$ cat src/rtl/rv_pkg.sv
// rtl/rv_pkg.sv - shared types and helpers for the memory stage
package rv_pkg;

  localparam int BYTE_LANES = 4;

  typedef enum logic [3:0] {
    NONE = 4'd0,
    LB   = 4'd1,
    LH   = 4'd2,
    LW   = 4'd3,
    LBU  = 4'd4,
    LHU  = 4'd5,
    SB   = 4'd6,
    SH   = 4'd7,
    SW   = 4'd8
  } mem_op_t;

  typedef enum logic [1:0] {
    IDLE     = 2'd0,
    REQ      = 2'd1,
    WAIT_RSP = 2'd2,
    DONE     = 2'd3
  } mem_state_t;

  function automatic logic is_store(input mem_op_t op);
    return (op == SB) || (op == SH) || (op == SW);
  endfunction

  function automatic logic is_load(input mem_op_t op);
    return (op == LB) || (op == LH) || (op == LW) || (op == LBU) || (op == LHU);
  endfunction

  // Halfword accesses need addr[0]=0, word accesses need addr[1:0]=0.
  function automatic logic is_misaligned(input mem_op_t op, input logic [1:0] addr_lo);
    case (op)
      LH, LHU, SH: return addr_lo[0];
      LW, SW:      return addr_lo != 2'b00;
      default:     return 1'b0;
    endcase
  endfunction

endpackage

$ cat src/rtl/lsu_align.sv
// rtl/lsu_align.sv - byte-lane steering for stores and lane extract/extension for loads
module lsu_align
  import rv_pkg::*;
(
  input  mem_op_t                       op,
  input  logic [1:0]                    addr_lo,
  input  logic [8*BYTE_LANES-1:0]       store_data,
  input  logic [8*BYTE_LANES-1:0]       rdata,
  output logic [BYTE_LANES-1:0]         be,
  output logic [8*BYTE_LANES-1:0]       wdata,
  output logic [8*BYTE_LANES-1:0]       load_data
);

  logic [7:0]  load_byte;
  logic [15:0] load_half;

  // Byte enables mark the lanes touched by the access; store data is replicated across lanes.
  always_comb begin
    be    = '0;
    wdata = '0;
    case (op)
      SB: begin
        be    = 4'b0001 << addr_lo;
        wdata = {4{store_data[7:0]}};
      end
      SH: begin
        be    = addr_lo[1] ? 4'b1100 : 4'b0011;
        wdata = {2{store_data[15:0]}};
      end
      SW: begin
        be    = 4'b1111;
        wdata = store_data;
      end
      LB, LBU:  be = 4'b0001 << addr_lo;
      LH, LHU:  be = addr_lo[1] ? 4'b1100 : 4'b0011;
      LW:       be = 4'b1111;
      default: ;
    endcase
  end

  // Pick the addressed byte and halfword lanes out of the returned word.
  always_comb begin
    load_byte = rdata[7:0];
    case (addr_lo)
      2'd0: load_byte = rdata[7:0];
      2'd1: load_byte = rdata[15:8];
      2'd2: load_byte = rdata[23:16];
      2'd3: load_byte = rdata[31:24];
      default: ;
    endcase
    load_half = addr_lo[1] ? rdata[31:16] : rdata[15:0];
  end

  // Sign- or zero-extend the selected lane to the full width.
  always_comb begin
    load_data = rdata;
    case (op)
      LB:      load_data = {{24{load_byte[7]}}, load_byte};
      LBU:     load_data = {24'h0, load_byte};
      LH:      load_data = {{16{load_half[15]}}, load_half};
      LHU:     load_data = {16'h0, load_half};
      default: load_data = rdata;
    endcase
  end

endmodule

$ cat src/rtl/mem_stage.sv
// rtl/mem_stage.sv - memory pipeline stage; MISALIGN_TRAP_EN enables the misaligned-access trap
module mem_stage
  import rv_pkg::*;
#(
  parameter int DATA_WIDTH = 32,
  parameter int ADDR_WIDTH = 32
) (
  input  logic                  clk,
  input  logic                  rst,
  input  logic                  ex_valid_i,
  output logic                  ex_ready_o,
  input  logic [DATA_WIDTH-1:0] ex_alu_result_i,
  input  logic [DATA_WIDTH-1:0] ex_store_data_i,
  input  mem_op_t               ex_mem_op_i,
  input  logic [4:0]            ex_rd_i,
  input  logic                  ex_reg_write_i,
  output logic                  dmem_req_o,
  input  logic                  dmem_gnt_i,
  output logic                  dmem_we_o,
  output logic [ADDR_WIDTH-1:0] dmem_addr_o,
  output logic [3:0]            dmem_be_o,
  output logic [DATA_WIDTH-1:0] dmem_wdata_o,
  input  logic                  dmem_rvalid_i,
  input  logic [DATA_WIDTH-1:0] dmem_rdata_i,
  output logic                  wb_valid_o,
  input  logic                  wb_ready_i,
  output logic [DATA_WIDTH-1:0] wb_result_o,
  output logic [4:0]            wb_rd_o,
  output logic                  wb_reg_write_o,
  output logic                  misalign_o
);

  mem_state_t            state;
  mem_state_t            state_next;
  mem_op_t               op_q;
  logic [ADDR_WIDTH-1:0] addr_q;
  logic [DATA_WIDTH-1:0] store_data_q;
  logic [DATA_WIDTH-1:0] result_q;
  logic [4:0]            rd_q;
  logic                  reg_write_q;
  logic                  misalign_q;
  logic                  misalign_in;
  logic                  handshake;
  logic [DATA_WIDTH-1:0] load_data;

`ifdef MISALIGN_TRAP_EN
  assign misalign_in = is_misaligned(ex_mem_op_i, ex_alu_result_i[1:0]);
`else
  assign misalign_in = 1'b0;
`endif

  assign ex_ready_o = (state == IDLE) || ((state == DONE) && wb_ready_i);
  assign handshake  = ex_valid_i && ex_ready_o;

  lsu_align u_align (
    .op         (op_q),
    .addr_lo    (addr_q[1:0]),
    .store_data (store_data_q),
    .rdata      (dmem_rdata_i),
    .be         (dmem_be_o),
    .wdata      (dmem_wdata_o),
    .load_data  (load_data)
  );

  assign dmem_req_o     = (state == REQ);
  assign dmem_we_o      = (state == REQ) && is_store(op_q);
  assign dmem_addr_o    = {addr_q[ADDR_WIDTH-1:2], 2'b00};
  assign wb_valid_o     = (state == DONE);
  assign wb_result_o    = result_q;
  assign wb_rd_o        = rd_q;
  assign wb_reg_write_o = reg_write_q;
  assign misalign_o     = misalign_q;

  // State register; reset abandons any in-flight access immediately.
  always_ff @(posedge clk or posedge rst) begin
    if (rst) begin
      state <= IDLE;
    end else begin
      state <= state_next;
    end
  end

  // Next-state: a new instruction may enter in IDLE or in the same cycle DONE retires.
  always_comb begin
    state_next = state;
    case (state)
      IDLE: begin
        if (handshake) begin
          state_next = ((ex_mem_op_i == NONE) || misalign_in) ? DONE : REQ;
        end
      end
      REQ: begin
        if (dmem_gnt_i) begin
          state_next = is_store(op_q) ? DONE : WAIT_RSP;
        end
      end
      WAIT_RSP: begin
        if (dmem_rvalid_i) begin
          state_next = DONE;
        end
      end
      DONE: begin
        if (wb_ready_i) begin
          if (handshake) begin
            state_next = ((ex_mem_op_i == NONE) || misalign_in) ? DONE : REQ;
          end else begin
            state_next = IDLE;
          end
        end
      end
      default: state_next = IDLE;
    endcase
  end

  // Capture the instruction on accept; overwrite the result with load data when it returns.
  always_ff @(posedge clk or posedge rst) begin
    if (rst) begin
      op_q         <= NONE;
      addr_q       <= '0;
      store_data_q <= '0;
      result_q     <= '0;
      rd_q         <= '0;
      reg_write_q  <= 1'b0;
      misalign_q   <= 1'b0;
    end else if (handshake) begin
      op_q         <= ex_mem_op_i;
      addr_q       <= ex_alu_result_i[ADDR_WIDTH-1:0];
      store_data_q <= ex_store_data_i;
      result_q     <= ex_alu_result_i;
      rd_q         <= ex_rd_i;
      reg_write_q  <= ex_reg_write_i && !is_store(ex_mem_op_i) && !misalign_in;
      misalign_q   <= misalign_in;
    end else if ((state == WAIT_RSP) && dmem_rvalid_i && is_load(op_q)) begin
      result_q     <= load_data;
    end
  end

endmodule

$ cat config.mk
export PLATFORM = sky130hd
export DESIGN_NAME = mem_stage
export DESIGN_NICKNAME = d
export VERILOG_FILES = /design/src/rtl/rv_pkg.sv /design/src/rtl/lsu_align.sv /design/src/rtl/mem_stage.sv
export SDC_FILE = /design/constraint.sdc
export NUM_CORES = 1
export LEC_CHECK = 0
export ABC_AREA = 1
export CAP_MARGIN = 20
export CORE_UTILIZATION = 42
export CTS_CLUSTER_SIZE = 25
export DETAILED_ROUTE_END_ITERATION = 7
export HOLD_SLACK_MARGIN = 0.15
export PLACE_DENSITY_LB_ADDON = 0.05
export SLEW_MARGIN = 20
export SYNTH_ARGS = -nofsm -noshare
export SYNTH_HDL_FRONTEND = slang
export SYNTH_SLANG_ARGS = --single-unit
export TNS_END_PERCENT = 20
$ cat constraint.sdc
create_clock -name clk -period 5 [get_ports clk]
set_input_delay 0.5 -clock clk [delete_from_list [all_inputs] [get_ports clk]]
set_output_delay 0.5 -clock clk [all_outputs]
set_load 0.05 [all_outputs]
==> Flow_metrics.wiki <==
{| class="wikitable"
! Metric !! Value
|-
| Run status || completed
|-
| H-tree level count || 3
|-
| FMAX || 300.1 MHz
|-
| Peak fanout along the critical path || 9
|-
| Critical hold path startpoint || addr_q[10]
|-
| Number of placement rows || 44
|-
| Proportion of power drawn by the clock network || 0.111
|-
| Layout cells sized above 1 || 0.03314
|-
| Leak pwr || 4.132 nW
|-
| Most prevalent standard cell on the critical path || sky130_fd_sc_hd__inv_1
|-
| Number of synthesized flops with an enable pin || 0
|-
| Total number of vias || 5926
|-
| Number of antenna violations at the first check in global routing || 0
|-
| Number of global-route vias before repair || 5550
|-
| Clock network latency to the later pin of the worst-skew pair || 360 ps
|-
| Relative slew slack || 0.3734
|-
| Maximum number of buffers from clock root to sink || 2
|-
| Post-layout nets || 1163
|-
| Fill count || 1447
|-
| Min-delay worst type || reg2reg
|-
| Final Hold Vio Count || 0
|-
| Number of buffers inserted by port buffering || 219
|-
| Max-cap violation count || 0
|-
| Worst flop-to-flop path endpoint || wb_result_o[21]
|-
| Clock Root Buffer || sky130_fd_sc_hd__clkbuf_16
|-
| Clock edge transition at the registers on the reported setup and hold paths || 70 ps
|-
| Critical path's largest stage delay || 900 ps
|-
| Hold Buf Count CTS || 0
|-
| Part of the Yosys area used for sequential elements || 0.4325
|-
| Die area || 15370 um^2
|-
| Critical path class || reg2out
|-
| Sequential cell area || 2703 um^2
|-
| Placeable core region || 14530 um^2
|-
| Worst path slowest cell || sky130_fd_sc_hd__clkdlybuf4s50_1
|-
| Post-detailed-route wirelength per cell || 14.18 um
|-
| Syn Inst Count || 892
|-
| Leftover overflow at the end of global routing || 0
|-
| Number of remaining DRC errors || 0
|-
| Post-cts gate resize count || 0
|-
| Number of DRC markers after the initial detailed-route iteration || 336
|-
| Setup repair after global routing missed its margin || false
|-
| Cell types occupying the most area after synthesis || sky130_fd_sc_hd__dfrtp_1, sky130_fd_sc_hd__nand2_1, sky130_fd_sc_hd__nor2_1
|-
| Cell types with the highest counts after synthesis || sky130_fd_sc_hd__nand2_1, sky130_fd_sc_hd__nor2_1, sky130_fd_sc_hd__dfrtp_1
|-
| Crit path time final || 3332 ps
|-
| Library cell occupying the most area in the post-synthesis netlist || sky130_fd_sc_hd__dfrtp_1
|-
| Actual slew at the worst max-slew pin || 939.9 ps
|-
| Worst hold slack || 482.2 ps
|-
| Internal power || 2.985 mW
|-
| Clk sink count || 108
|-
| R2R Path Start || state[1]
|-
| First-pass GRT wire length || 27760 um
|-
| Switching portion of total power || 0.5344
|-
| RD Place Congestion || 0.8876
|-
| R2R cell count || 9
|-
| Share of the synthesized area in the top cell type || 0.4325
|-
| Chip Height || 124.0 um
|-
| I/O pin cnt || 223
|-
| Critical Path Start Type || flip-flop
|-
| Multi-input gate area || 2660 um^2
|-
| Relative contribution of sequential cells to total power || 0.246
|-
| Diode insertion count for antenna repair || 0
|-
| Cell area power density || 755.5 nW/um^2
|-
| Final critical-path share of the clock period || 0.6664
|-
| Starting utilization of the core area || 0.4299
|-
| Predominant post-synthesis flop cell || sky130_fd_sc_hd__dfrtp_1
|-
| Critical path, cell by cell || inv_1, nor2_2, inv_1, nor3_4, nor2_1, o31ai_1, clkdlybuf4s50_1
|-
| Number of optimization iterations in the first detailed-route pass || 5
|-
| Util after Layout || 0.5838
|-
| Aggregate global-route resource usage || 0.2362
|-
| Most frequently used cell type in the post-synthesis netlist || sky130_fd_sc_hd__nand2_1
|-
| Number of CTS-inserted buffers || 9
|-
| Pin count of the biggest net entering global routing || 89
|-
| Sum of routed wire length over all layers || 17580 um
|-
| Synthesized flop and latch total || 108
|-
| Register-to-register setup slack || 2380 ps
|-
| Fin Setup TNS || 0 ps
|-
| Post-synthesis area per instance || 7.005 um^2
|-
| Final setup viols || 0
|-
| Number of warning messages in the yosys log || 0
|-
| Final Slew Violations || 0
|-
| Worst EP required || 4500 ps
|-
| Detail Route Antenna Nets || 0
|-
| Clock tree from TritonCTS || built
|-
| Logic gate share of total power || 0.643
|-
| # Post-CTS Setup Buffers || 0
|-
| Vias per std cell || 4.779
|-
| Share of async-settable or async-resettable flops after synthesis || 1.000
|-
| VDD IR max || 0.3633 mV
|-
| HPWL reported at the end of detailed placement || 12770 um
|-
| Setup skew after layout || 7.419 ps
|-
| Worst Hold Path Cells || 2
|-
| Data arrival time of the worst path || 2830 ps
|-
| Combined area of all synthesized cells || 6248 um^2
|-
| Kind of capture point of the worst setup path || primary output
|-
| Distinct cells, synth || 27
|-
| Net load switching power || 3.425 mW
|-
| Die W || 124.0 um
|-
| Synth-to-layout area growth || 35.78%
|-
| Sink of the worst hold path || addr_q[10]
|}
## final cells by class
cell class,instances,area share
Multi-Input combinational cell,607,0.3135
Clock inverter,3,0.005604
Tap cell,184,0.02713
Timing Repair Buffer,222,0.2610
Sequential cell,108,0.3185
Clock buffer,13,0.02831
Inverter,103,0.04586
## power by group through the flow
stage,clock [mW],sequential (mW),combinational [mW]
floorplan,0,2.05,2.65
global placement,0,1.58,4.11
detailed placement,0,1.59,4.14
CTS,0.726,1.58,4.16
global route,0.755,1.64,4.50
finish,0.711,1.58,4.12
## registers in the layout, summed over array words and instances (netlist names)
| signal | flops |
|---|---|
| addr_q | 32 |
| store_data_q | 32 |
| wb_result_o | 32 |
| wb_rd_o | 5 |
| op_q | 4 |
| state | 2 |
| wb_reg_write_o | 1 |
## worst max-delay path: cells and delay by family, from the launching register on
kind	cells	cell delay (ps)
AOI/OAI and AO/OA	1	370
buffers and inverters	3	1080
DFF	1	410
and+or+nand+nor	3	620
## layer usage
metal	up-vias	track usage	share of wire
met1	2670	0.3221	0.46
li1	3041	-	-
met5	-	0	0
met3	27	0.05174	0.071
met2	188	0.3601	0.45
met4	0	0.1019	0.025
## cell families (layout without fill, tap and decap cells)
| logic type | Yosys count | in the layout | synth area share |
|---|---|---|---|
| simple gates | 472 | 472 | 0.3116 |
| buf+inv | 179 | 341 | 0.1438 |
| flops | 108 | 108 | 0.4325 |
| compound gates | 132 | 132 | 0.1115 |
| other cells | 1 | 3 | 0.0006001 |
## cells in the final DEF (no fill, tap or decap), drive strengths merged
cell type,netlist,layout
a21oi,48,48
and2,14,14
buf,65,3
bufinv,0,1
clkbuf,11,13
clkdlybuf4s50,0,219
clkinv,0,2
conb,1,3
dfrtp,108,108
inv,103,103
nand2,277,277
nand3,59,59
nand3b,1,1
nand4,2,2
nor2,117,117
nor3,1,1
o211ai,7,7
o21ai,69,69
o21bai,2,2
o22ai,1,1
o31ai,5,5
or2,1,1
## per-stage QoR
stage	setup slack, ps	cell area [um^2]	total power [mW]	instances
finish	1668	8484	6.410	1240
global route	1471	8484	6.889	1240
CTS	1619	8484	6.461	1240
detailed placement	1954	8197	5.728	1224
global placement	2037	8197	5.696	1224
floorplan	1654	6256	4.699	894
## how the worst max path moves through the flow
stage / startpoint / end / slack [ps] / cells past startpoint
after CTS: op_q[2] / dmem_be_o[0] / 1620 / 7
after global routing: op_q[2] / dmem_be_o[0] / 1470 / 7
after detailed placement: wb_ready_i / wb_result_o[11] / 1950 / 8
after floorplan: rst / addr_q[0] / 1650 / 1
after global placement: wb_ready_i / wb_result_o[19] / 2040 / 8
final: op_q[2] / dmem_be_o[0] / 1670 / 7
No activity file was read; power rests on OpenSTA's default activity.
